### src/rtl/spi_bus_arbiter.sv
// Round-robin, lock-held arbiter sharing one SPI bus between NumReq host controllers.
// A guard gap with all chip selects high separates owners, and an optional watchdog revokes long grants.
module spi_bus_arbiter #(
    parameter int       NumReq        = 2,
    parameter int       CsNum         = 4,
    parameter int       GuardCycles   = 4,
    parameter int       TimeoutCycles = 0,
    parameter logic     IdleSck       = 1'b0
) (
    input  logic                      clk_i,
    input  logic                      rst_ni,
    input  logic [NumReq-1:0]         req_i,
    output logic [NumReq-1:0]         gnt_o,
    input  logic [NumReq-1:0]         req_sck_i,
    input  logic [NumReq-1:0]         req_copi_i,
    input  logic [NumReq*CsNum-1:0]   req_cs_i,
    output logic [NumReq-1:0]         req_cipo_o,
    output logic                      spi_sck_o,
    output logic                      spi_copi_o,
    output logic [CsNum-1:0]          spi_cs_o,
    input  logic                      spi_cipo_i,
    output logic [NumReq-1:0]         timeout_o,
    input  logic                      timeout_clr_i
);
    localparam int IW  = (NumReq > 1) ? $clog2(NumReq) : 1;
    localparam int GW  = $clog2(GuardCycles + 1);
    localparam int WDW = (TimeoutCycles > 0) ? $clog2(TimeoutCycles + 1) : 1;
    localparam logic [WDW-1:0] WD_LAST = (TimeoutCycles > 0) ? WDW'(TimeoutCycles - 1) : '0;

    typedef enum logic [1:0] {S_IDLE, S_OWN, S_GUARD} state_e;

    state_e            r_state;
    logic [NumReq-1:0] r_gnt;
    logic [NumReq-1:0] r_timeout;
    logic [NumReq-1:0] r_lockout;
    logic [IW-1:0]     r_owner;
    logic [IW-1:0]     r_last_owner;
    logic [GW-1:0]     r_guard;
    logic [WDW-1:0]    r_wdog;

    logic [NumReq-1:0] w_eligible;
    logic              w_found;
    logic [IW-1:0]     w_winner;
    logic              w_expire;
    logic [NumReq-1:0] w_to_set;

    assign w_eligible = req_i & ~r_lockout;

    // First eligible host searching upward from last_owner+1, wrapping modulo NumReq.
    always_comb begin
        w_found  = 1'b0;
        w_winner = '0;
        for (int k = 1; k <= NumReq; k++) begin
            if (!w_found && w_eligible[(int'(r_last_owner) + k) % NumReq]) begin
                w_found  = 1'b1;
                w_winner = IW'((int'(r_last_owner) + k) % NumReq);
            end
        end
    end

    // A release in the expiry cycle takes precedence, so expiry requires req still high.
    assign w_expire = (TimeoutCycles > 0) && (r_state == S_OWN) && req_i[r_owner]
                      && (r_wdog == WD_LAST);
    assign w_to_set = w_expire ? (NumReq'(1) << r_owner) : '0;

    always_ff @(posedge clk_i or negedge rst_ni) begin
        if (!rst_ni) begin
            r_state      <= S_IDLE;
            r_gnt        <= '0;
            r_owner      <= '0;
            r_last_owner <= IW'(NumReq - 1);
            r_guard      <= '0;
            r_wdog       <= '0;
        end else begin
            case (r_state)
                S_IDLE: begin
                    if (w_found) begin
                        r_state      <= S_OWN;
                        r_owner      <= w_winner;
                        r_last_owner <= w_winner;
                        r_gnt        <= NumReq'(1) << w_winner;
                        r_wdog       <= '0;
                    end
                end
                S_OWN: begin
                    if (!req_i[r_owner] || w_expire) begin
                        r_state <= S_GUARD;
                        r_gnt   <= '0;
                        r_guard <= GW'(GuardCycles - 1);
                    end else if (r_wdog != {WDW{1'b1}}) begin
                        r_wdog <= r_wdog + 1'b1;
                    end
                end
                S_GUARD: begin
                    if (r_guard == '0) r_state <= S_IDLE;
                    else               r_guard <= r_guard - 1'b1;
                end
                default: r_state <= S_IDLE;
            endcase
        end
    end

    // Set beats clear; lockout drops once the host is seen idle.
    always_ff @(posedge clk_i or negedge rst_ni) begin
        if (!rst_ni) begin
            r_timeout <= '0;
            r_lockout <= '0;
        end else begin
            r_timeout <= (timeout_clr_i ? '0 : r_timeout) | w_to_set;
            r_lockout <= (r_lockout & req_i) | w_to_set;
        end
    end

    // Bus mux is driven only from state, so reset forces the pins idle without a clock.
    always_comb begin
        spi_sck_o  = IdleSck;
        spi_copi_o = 1'b0;
        spi_cs_o   = '1;
        req_cipo_o = '0;
        if (r_state == S_OWN) begin
            spi_sck_o           = req_sck_i[r_owner];
            spi_copi_o          = req_copi_i[r_owner];
            spi_cs_o            = req_cs_i[int'(r_owner)*CsNum +: CsNum];
            req_cipo_o[r_owner] = spi_cipo_i;
        end
    end

    assign gnt_o     = r_gnt;
    assign timeout_o = r_timeout;

endmodule

### config.mk
export PLATFORM = sky130hd
export DESIGN_NAME = spi_bus_arbiter
export DESIGN_NICKNAME = d
export VERILOG_FILES = /design/src/rtl/spi_bus_arbiter.sv
export SDC_FILE = /design/constraint.sdc
export NUM_CORES = 1
export LEC_CHECK = 0
export ABC_AREA = 1
export BUFFER_PORTS_ARGS = -buffer_cell sky130_fd_sc_hd__buf_2
export CAP_MARGIN = 20
export CELL_PAD_IN_SITES_DETAIL_PLACEMENT = 0
export CELL_PAD_IN_SITES_GLOBAL_PLACEMENT = 2
export CORE_MARGIN = 2
export CORE_UTILIZATION = 22
export DETAILED_ROUTE_END_ITERATION = 16
export PLACE_DENSITY = 0.84
export SYNTH_ARGS = -nofsm -noshare
export SYNTH_HDL_FRONTEND = slang
export SYNTH_SLANG_ARGS = --single-unit
export TNS_END_PERCENT = 30
### constraint.sdc
create_clock -name clk_i -period 1.2 [get_ports clk_i]
set_input_delay 0.24 -clock clk_i [delete_from_list [all_inputs] [get_ports clk_i]]
set_output_delay 0.24 -clock clk_i [all_outputs]
set_load 0.01 [all_outputs]
# Word level (Yosys, flattened, before mapping)
# Index checks and enable logic that the tools add are counted.
[totals]
output_inout_bits = 12
ff_bits = 11
[op_classes]
n_eq_ne = 6
mux = 32
bitwise = 6
add_sub_neg = 3
order_cmp = 4
reduce_logical = 11
n_shift = 2
[ops]
columns = ["cell", "count"]
rows = [
  ["$mux 1", 19],
  ["$mux 2", 6],
  ["$reduce_and 3->1", 3],
  ["$ne 2x2->1 const B", 4],
  ["$shiftx 8x4->4", 1],
  ["$and 2x2->2", 3],
  ["$lt 2x3->1 const B", 2],
  ["$mux 3", 2],
  ["$pmux 2 s3", 1],
  ["$pmux 3 s2", 1],
  ["$mux 4", 1],
  ["$pmux 2 s2", 1],
  ["$reduce_bool 2->1", 2],
  ["$logic_not 3->1", 1],
  ["$sub 3x1->3 const B", 1],
  ["$add 1x1->1 const B", 2],
  ["$and 1x1->1 const A", 2],
  ["$eq 2x1->1 const B", 1],
  ["$eq 2x2->1 const B", 1],
  ["$logic_and 1x1->1", 2],
  ["$logic_not 2->1", 1],
  ["$lt 1x2->1 const B", 1],
  ["$not 2->2", 1],
  ["$reduce_and 2->1", 1],
  ["4 further kinds", 4],
]

# Logic depth before layout (Yosys ltp)
[logic_depth]
word_depth = 12
mapped_depth = 8
ltp_nobuf = 8

# Worst setup path before layout
# Ideal clock, no wire load.
[synth_timing]
kind = "reg-to-reg"
start = "reg r_guard[0]"
end = "reg r_guard[2]"
setup_time_ns = 0.119
period_less_slack_ns = 1.098
path_slack_ns = 0.102
stages_incl_launch_ff = 9
t_arrival_ns = 0.980
cell_sequence = "dfrtp_1 -> inv_1 -> ha_1 -> nand2_1 -> nand2_2 -> nand2_2 -> nand2_4 -> nand2_2 -> o21ai_2"
[synth_via]
elab_chain_cells = 3
[synth_lines]
columns = ["item", "line", "text"]
rows = [
  ["start: declaration", "38", "logic [GW-1:0] r_guard;"],
  ["start signal: assignment", "89", "r_guard <= GW'(GuardCycles - 1);"],
  ["start signal: assignment", "96", "else r_guard <= r_guard - 1'b1;"],
  ["$sub 3x1->3 or $logic_not 3->1 (tied branches)", "96, 95", ""],
  ["$mux 3 or $ne 2x2->1 (tied branches)", "-", ""],
  ["$pmux 3 s2 or $reduce_and 3->1 (tied branches)", "-", ""],
]
# Several ways; a longest one is shown, not always the timed one. The select of a mux whose other input is x is not followed.
# A chain may end at the register's enable or synchronous reset.

# Final worst setup path
[layout_timing]
start = "reg r_owner"
end = "out spi_sck_o"
[layout_via]
elab_chain_cells = 3
[layout_lines]
columns = ["item", "line", "text"]
rows = [
  ["start: declaration", "36", "logic [IW-1:0] r_owner;"],
  ["start signal: assignment", "79", "r_owner <= w_winner;"],
  ["$mux 1 (not written as such) (2 in a row)", "121", "spi_sck_o = req_sck_i[r_owner];"],
  ["$mux 1", "120", "if (r_state == S_OWN) begin"],
  ["end: declaration", "18", "output logic spi_sck_o,"],
]
# No other way between the ends. The select of a mux whose other input is x is not followed.

==> impl_metrics.toml <==
[clock_network]
path_clk_slew_ns = 0.07
cts.sinks = 11
cts_tree = "yes"
cts_buffers = 3
clockBufferDepth = 2
cts-root-buf = "clkbuf_4"
ctsHtreeMaxLevel = 1
worstSkewPairLatency_ns = 0.26

[synthesis]
synthAdderAreaFrac = 0.0355
synth_largest_area_cell = "dfrtp_1"
synth_top_family_by_area = "simple AND/OR/NAND/NOR gates"
synthMuxAreaShare = 0
syn_avg_cell_area_sq_um = 7.66
yosysUniqueCellTypes = 21
synth-xor-area-share = 0.0124
synth_edf_count = 0
synth_most_common_cell = "nand2_1"
synth_top_area_share = 0.355
syn_area_sq_um = 704
yosys.area_share.simple = 0.362
ys.flop_type = "dfrtp_1"
synthArstFlopShare = 1.00
ys_seq_area_frac = 0.393
syn_inst = 92
synth_common_cells = "nand2_1 (30), dfrtp_1 (10), inv_1 (10)"
synth_compound_area_frac = 0.0657
ys_warn_count = 0
ys_ff_latch = 11
synth.area.top_cells = "dfrtp_1 (36%), nand2_1 (16%), nand3_1 (5.7%), inv_1 (5.3%), nand2_4 (4.8%)"

[worst_setup_path]
crit_chain = "buf_12, clkinv_8, nand2_2, a21oi_2, buf_2"
cp-end-kind = "output pin"
critPathRequiredTime_ns = 0.96
crit_start = "r_owner"
crit_slowest_cell = "dfrtp_2"
critPathMaxStageDelay_ns = 0.42
cp_max_fo = 8
worst_r2r_startpoint = "r_owner"
worstSetupStartpointType = "flip-flop"
cp_data_arrival_time_ns = 1.18
path_class = "reg -> out"
crit_family = "flip-flops"
crit_buf_inv = 3

[routing]
drt_pre_antenna_iters = 3
top_layer_used = "met4"
wl_met1_um = 646
wl_um = 1650
drc = 0
drtAntennaViolNets = 0
wl_met2_um = 844
wl_per_cell_um = 9.59
dr_wl_met3_um = 140
drtIter0Drc = 33
vias = 692
drt-vias-per-instance = 4.02

[grt]
grt_pass1_vias = 587
grt_max_degree = 12
overflow = 0
grt_antenna_before_repair = 0
grt_pass1_wl_um = 2370
gr-usage-all-layers = 0.0891

[sta]
maxSlewViolCount = 0
max_freq_ghz = 0.703
hold_violations = 0
setup_viol = 11
rsz0062_at_grt = "yes"
setup_slack_ns = -0.222
fin_crit_sh = 1.19
finClkSkew_ns = 0.00151
layout_min_cycle_time_ns = 1.42
fin_setup_tns_ns = -1.52

[outcome]
status = "complete, but fails checks"
violations = "setup timing"

[die]
rows = 20
die_w_um = 60.6
die-area_sq_mm = 0.00367
initial_core_util = 0.231
coreArea_sq_mm = 0.00305
die_y_um = 60.6
boundaryPins = 30

[layout]
drive_above_1_share = 0.492
area.growth.synth_to_final_pct = 44.6
fin_area_sq_mm = 0.00102
antenna_cells = 0
final_net_count = 149

[power]
p_per_area_mw_per_mm2 = 2270
vdd_ir_drop_max_mv = 0.544
finalPower_mw = 2.31
p_leak_nw = 0.558

[placement]
post-place-ws_ns = -0.00933
portBuffers = 26
placed_cell_area_sq_um = 875
gp_congestion = 0.731
hpwl_um = 1200

[min_path]
hold_path.class = "in -> reg"
min_from = "req_i[1]"

[run]
cap_violations = 0
final cells by class:
type	count	area (sq um)
inverter	14	70.1
sequential	11	279
tap	44	55.1
fill	357	2030
clock buffer	4	26.3
multi-input combinational	65	373
timing repair buffer	34	215
layer usage:
layer  up-vias  GRT usage
met3         2     0.0235
li1        353          -
met4         0     0.0559
met2        25      0.155
met1       312     0.0952
met5         -          0
metrics by stage:
step                hold slack (ns)  instances  utilization
finish                        0.213        172        0.334
global route                  0.219        172        0.334
CTS                           0.203        168        0.308
detailed placement            0.132        161        0.286
global placement              0.125        161        0.286
floorplan                   -0.0556         93            -
power by group:
group	internal, mW	switching, mW	total [mW]
logic	0.617	0.810	1.43
registers	0.528	0.0962	0.624
clock network	0.128	0.128	0.257
total	1.27	1.03	2.31
sequential cells by signal, summed over array words and instances (netlist names):
name and cells:
r_lockout 2, r_state 2, gnt_o 2, r_last_owner 1
r_guard 3, r_owner 1
path summary, 6_finish.rpt:
kind / cells past startpoint / end / slack [ns]
worst min register to register: 2 / r_lockout[0] / 0.47
worst max-delay path: 5 / spi_sck_o / -0.22
max in group asynchronous: 2 / r_last_owner / 0.56
worst min-delay path: 3 / r_lockout[1] / 0.21
min in group asynchronous: 2 / r_state[0] / 0.37
worst max register to register: 8 / gnt_o[0] / -0.02
cells in the final DEF, fill, tap and decap left out, drive strengths merged:
master,count
nand3,9
nor3,2
ha,2
buf,33
a21oi,5
clkinv,1
conb,2
nand2,38
inv,13
o21ai,2
nor2,4
dfrtp,10
dfstp,1
dlygate4sd3,1
xnor2,1
clkbuf,4
worst reg2reg max path, stage by stage, from the launching register on:
cell	delay, ns
dfrtp_2	0.42
buf_2	0.15
buf_4	0.13
nand2_1	0.06
nand2_2	0.08
nand2_4	0.09
nand3_2	0.08
nand2_1	0.06
nand2_1	0.05
cells by family after synthesis:
logic type | Yosys count
simple gates | 53
buf+inv | 17
flops | 11
compound gates | 7
fa+ha+maj | 2
xor+xnor | 1
other cells | 1
timing repair:
item,in CTS,in global routing
pin swaps,0,1
gates resized for setup,4,10
endpoints found under the hold margin,10,0
hold buffers,1,0
setup endpoints to repair,9,12
setup buffers,2,4
Note: power is estimated with default switching activity, not from simulation.
